<file path="src/rtl/mux_scan_n.sv">
// mux_scan_n: CH-channel, W-bit registered selector with a valid/ready output.
// Direct mode selects a loaded channel; scan mode walks the channels with a dwell.
// Optional macro MUX_SCAN_MASK_EN adds the ch_mask_i per-channel scan enable.

module mux_scan_n #(
    parameter int unsigned CH    = 8,
    parameter int unsigned W     = 1,
    parameter int unsigned DWELL = 1,
    localparam int unsigned SELW = $clog2(CH)
) (
    input  logic                clk_i,
    input  logic                rst_i,
    input  logic [CH*W-1:0]     in_i,
    input  logic [SELW-1:0]     sel_i,
    input  logic                load_i,
    input  logic                mode_i,
`ifdef MUX_SCAN_MASK_EN
    input  logic [CH-1:0]       ch_mask_i,
`endif
    input  logic                out_ready_i,
    output logic [W-1:0]        out_o,
    output logic [SELW-1:0]     out_ch_o,
    output logic                out_valid_o,
    output logic                wrap_o,
    output logic                err_o
);

    localparam int unsigned CNTW = $clog2(DWELL + 1);

    logic [SELW-1:0] cur_q, cur_nxt;
    logic [CNTW-1:0] cnt_q, cnt_d;
    logic            prev_mode_q;
    logic [W-1:0]    out_q, out_d;
    logic [SELW-1:0] out_ch_q, out_ch_d;
    logic            out_valid_q, out_valid_d;
    logic            wrap_q, wrap_d;
    logic            err_q, err_d;

    logic [W-1:0]    ch_data_c [CH];
    logic [SELW-1:0] adv_c;
    logic            sel_ok_c;
    logic            accept_c;
    logic            capture_c;

    // Unpack the flat input bus into per-channel words
    for (genvar k = 0; k < CH; k++) begin : g_unpack
        assign ch_data_c[k] = in_i[k*W +: W];
    end

    // A select is only out of range when CH is not a power of two
    if (CH == (32'd1 << SELW)) begin : g_pow2
        assign sel_ok_c = 1'b1;
    end else begin : g_npow2
        assign sel_ok_c = (32'(sel_i) < CH);
    end

`ifdef MUX_SCAN_MASK_EN
    // Next enabled channel in cyclic order after cur; holds cur if the mask is empty
    always_comb begin
        int unsigned     idx;
        logic            found;
        logic [SELW-1:0] idx_s;
        adv_c = cur_q;
        found = 1'b0;
        idx   = 0;
        idx_s = '0;
        for (int unsigned i = 1; i <= CH; i++) begin
            idx = 32'(cur_q) + i;
            if (idx >= CH) begin
                idx = idx - CH;
            end
            idx_s = SELW'(idx);
            if (!found && ch_mask_i[idx_s]) begin
                adv_c = idx_s;
                found = 1'b1;
            end
        end
    end
`else
    // Next channel in cyclic order after cur
    always_comb begin
        adv_c = (cur_q == SELW'(CH - 1)) ? '0 : cur_q + SELW'(1);
    end
`endif

    assign accept_c  = out_valid_q & out_ready_i;
    assign capture_c = ~out_valid_q | out_ready_i;

    // Next-state: channel pointer, dwell counter, output sample and pulses
    always_comb begin
        cur_nxt     = cur_q;
        cnt_d       = cnt_q;
        out_d       = out_q;
        out_ch_d    = out_ch_q;
        out_valid_d = out_valid_q;
        wrap_d      = 1'b0;
        err_d       = ~mode_i & load_i & ~sel_ok_c;

        if (mode_i != prev_mode_q) begin
            cnt_d = '0;
        end else if (!mode_i) begin
            if (load_i && sel_ok_c) begin
                cur_nxt = sel_i;
            end
        end else if (accept_c) begin
            if (cnt_q == CNTW'(DWELL - 1)) begin
                cnt_d   = '0;
                cur_nxt = adv_c;
                wrap_d  = (adv_c < cur_q);
            end else begin
                cnt_d = cnt_q + CNTW'(1);
            end
        end

        if (capture_c) begin
            out_d       = ch_data_c[cur_nxt];
            out_ch_d    = cur_nxt;
            out_valid_d = 1'b1;
        end
    end

    // State register with synchronous reset
    always_ff @(posedge clk_i) begin
        if (rst_i) begin
            cur_q       <= '0;
            cnt_q       <= '0;
            prev_mode_q <= 1'b0;
            out_q       <= '0;
            out_ch_q    <= '0;
            out_valid_q <= 1'b0;
            wrap_q      <= 1'b0;
            err_q       <= 1'b0;
        end else begin
            cur_q       <= cur_nxt;
            cnt_q       <= cnt_d;
            prev_mode_q <= mode_i;
            out_q       <= out_d;
            out_ch_q    <= out_ch_d;
            out_valid_q <= out_valid_d;
            wrap_q      <= wrap_d;
            err_q       <= err_d;
        end
    end

    assign out_o       = out_q;
    assign out_ch_o    = out_ch_q;
    assign out_valid_o = out_valid_q;
    assign wrap_o      = wrap_q;
    assign err_o       = err_q;

endmodule

</file>
<file path="config.mk">
export PLATFORM = sky130hd
export DESIGN_NAME = mux_scan_n
export DESIGN_NICKNAME = d
export VERILOG_FILES = /design/src/rtl/mux_scan_n.sv
export SDC_FILE = /design/constraint.sdc
export NUM_CORES = 1
export LEC_CHECK = 0
export CORE_MARGIN = 10
export CORE_UTILIZATION = 45
export CTS_CLUSTER_DIAMETER = 100
export CTS_CLUSTER_SIZE = 12
export DETAILED_ROUTE_END_ITERATION = 10
export PLACE_DENSITY = 0.82
export SLEW_MARGIN = 5
export SYNTH_ARGS = -nofsm -noshare
export SYNTH_HDL_FRONTEND = slang
export SYNTH_SLANG_ARGS = --single-unit
</file>
<file path="constraint.sdc">
create_clock -name clk_i -period 3.2 [get_ports clk_i]
set_input_delay 0.96 -clock clk_i [delete_from_list [all_inputs] [get_ports clk_i]]
set_output_delay 0.96 -clock clk_i [all_outputs]
set_load 0.05 [all_outputs]
</file>
==> out/qor.csv <==
stage,metric,value,unit
synth,synth_commonest_cells,"dfxtp_1 (10), nor2_1 (8), a21oi_1 (5), mux2i_1 (5)",
sta,min_period,2675,ps
sta,tightest_slew,505.9,ps
synth,ys_types,33,
sta,whs,455.4,ps
grt,grt_antenna_before_repair,0,
place,hpwl,1194,microns
sta,clock.fmax,373.8,MHz
min_path,holdPathEnd,out_ch_o[1],
synth,synth_warnings,0,
pwr,clkPwrFrac,32.4,%
worst_setup_path,crit_slowest_cell,clkdlybuf4s50_1,
cells_and_area,multi_input_area,372.9,sq um
worst_setup_path,crit_arrival,2840,ps
sta,setup_tns,0,ps
detailed_routing,drt-total-wl,1527,microns
worst_setup_path,critPathCaptureType,register,
pwr,power.switching,0.0001081,W
sta,skew,3.650,ps
die,start_util,47.22,%
clock_network,h-tree-depth,1,
run_status,status,"finished, final reports clean",
synth,ys_async_sr_fraction,0,%
worst_setup_path,start_kind,primary input,
clock_network,cts_resized,0,
pwr,swShare,30.17,%
synth,synthCells,70,
grt,busiest_layer,met2,
sta,report.final.setup_viol,0,
die,fp.dieH,56.72,microns
clock_network,numCtsBuffers,3,
sta,rsz0062_at_grt,false,
clock_network,clk_pin_slew,70,ps
synth,yosysMostFrequentCell,dfxtp_1,
sta,slew_headroom,66.17,%
clock_network,clock_path_buffers,2,
sta,post-route-period-util,83.60,%
synth,ys_seq_area_share,32.99,%
detailed_routing,first_pass_iters,4,
grt,use_met3,2.697,%
synth,synth_top_area_share,32.99,%
pwr,p_per_area,421.9,nW/um^2
pwr,ir_drop,179.0,uV
worst_setup_path,cp_data_required_time,3360,ps
grt,met1_usage,10.30,%
worst_setup_path,r2r_slack,1020,ps
synth,synthFlopType,dfxtp_1,
synth,synth_area_leaders,"dfxtp_1 (33%), mux2i_1 (8.2%), a211oi_1 (4.9%)",
detailed_routing,avgRoutedWirePerCell,14.27,microns
place,post-place-ws,263.2,ps
worst_setup_path,path_class,primary input to register,
place,placed_area,813.3,sq um
cells_and_area,regArea,200.2,sq um
clock_network,cts_hold_buf,0,
clock_network,cts-root-buf,clkbuf_4,
synth,synth_area_leader_cell,dfxtp_1,
grt,grt_pass1_wl,2490,microns
clock_network,cts_tree,done,
grt,met2_usage,15.05,%
grt,grt_max_degree,9,
detailed_routing,via_per_inst,5.514,
synth,syn_area_per_cell,8.669,sq um
synth,synth-edff-count,0,
detailed_routing,vias,590,
cells_and_area,drive_gt1_share,8.696,%
synth,syn-num-nets,88,
die,dieArea,3217,sq um
place,portBuffers,21,
worst_setup_path,critical-path-top-delay-family,simple AND/OR/NAND/NOR gates,
worst_setup_path,cp_num_buf_inv,1,
job,maxCapViolations,0,
pwr,power_leakage,0.3474,nW
clock_network,clock-sinks,10,
pwr,p_comb_share,28.2,%
detailed_routing,drt-initial-drc-count,17,
sta,finalMaxSlewViolations,0,
detailed_routing,ant_nets,0,
sta,postLayoutSetupSlackWorst,524.8,ps
die,coreArea,1285,sq um
grt,grt_overflow,0,
worst_setup_path,r2r-start,cur_q[0],
cells_and_area,fin_area,849.6,sq um
sta,finalHoldViolCount,0,
cells_and_area,nNetsFinal,111,
synth,ys_ff_latch,10,
min_path,holdPathStages,2,
worst_setup_path,cp_cell_sequence,"clkdlybuf4s50_1, and3_4, a211oi_2, or2_1, a211o_1, a21oi_1, and3b_1",
worst_setup_path,worst-path-max-fanout,7,
synth,netlist_area,606.8,sq um
cells_and_area,diodes,0,
cells_and_area,area_growth_syn_to_layout,40.00,%
clock_network,cts_setup_buffers,0,
die,pin_count,23,
die,rows,13,
place,routabilityCongestion,0.7893,
pwr,seqPwrFrac,39.4,%
worst_setup_path,r2r_end,out_o,
min_path,hp-start,out_ch_o[1],
worst_setup_path,slowest_delay,600,ps
detailed_routing,drc,0,
grt,grt_pass1_vias,578,
min_path,hold_path.class,register to register,
worst_setup_path,reg2reg_depth,8,
grt,grt_use_total,9.347,%
die,fp.dieW,56.72,microns
cells_and_area,fillers,124,
clock_network,clk_latency,260,ps
pwr,p_int,0.0002503,W
[metrics by stage]
step	total power (W)	std cells	utilization (%)
finish	0.0003584	107	66.11
global route	0.0003786	107	66.11
CTS	0.0003605	107	66.11
detailed placement	0.0002450	103	63.29
global placement	0.0002427	103	63.29
floorplan	0.0002096	70	-
[flip-flops by register name, summed over array words and instances, names as in the netlist]
signal,cells
out_ch_o,3
wrap_o,1
cur_q,3
out_valid_o,1
out_o,1
prev_mode_q,1
[cells in the final DEF, fill, tap and decap left out, drive strengths merged, types with 2 or more instances in the layout]
cell and instances:
clkdlybuf4s50 21, dfxtp 10, nor2 8, mux2i 5, a21oi 5, a211oi 5
nor2b 4, clkbuf 4, nand2b 3, inv 3, nand2 2, o21ai 2
ha 2
[worst max path at each step]
stage | from | to | slack (ps) | cells past startpoint
floorplan | mode_i | out_o | 960 | 7
global placement | mode_i | out_o | 330 | 7
detailed placement | mode_i | out_o | 260 | 7
CTS | mode_i | out_o | 550 | 7
global route | mode_i | out_o | 430 | 7
finish | mode_i | out_o | 520 | 7
[logic make-up (layout without fill, tap and decap cells)]
group / Yosys count / after routing / synth area share (%)
AO/OA/AOI/OAI: 17 / 17 / 19.59
XOR/XNOR: 1 / 1 / 1.444
adder cells (fa/ha/maj): 2 / 2 / 4.123
buffers and inverters: 6 / 28 / 5.567
flip-flops: 10 / 10 / 32.99
multiplexers: 6 / 6 / 10.10
other: 1 / 1 / 0.6180
AND/OR/NAND/NOR: 27 / 27 / 25.57
[worst min-delay path, cell delays in order (launching register included)]
cell and delay [ps]:
dfxtp_1 310, nand2_1 50, a21oi_1 50
[power by group through the flow]
| stage | clock, W | sequential (W) | combinational, W |
|---|---|---|---|
| 6_report | 0.000116 | 0.000141 | 0.000101 |
| 4_1_cts | 0.000118 | 0.000141 | 0.000102 |
| 5_1_grt | 0.000125 | 0.000142 | 0.000111 |
| 3_3_place_gp | 0 | 0.000144 | 0.0000992 |
| 2_1_floorplan | 0 | 0.000160 | 0.0000500 |
| 3_5_place_dp | 0 | 0.000144 | 0.000101 |
[area by class of cell]
type / count / area share (%)
clock buffers: 4 / 4.271
inverters: 3 / 1.325
multi-input cells: 54 / 43.89
flip-flops and latches: 10 / 23.56
well taps: 15 / 2.209
repair buffers: 21 / 24.74
[metal layers]
metal,up-vias,wire length (microns)
met4,0,21
li1,292,-
met3,2,96
met2,22,707
met1,274,701
met5,-,0
Note: power is estimated with default switching activity, not from simulation.
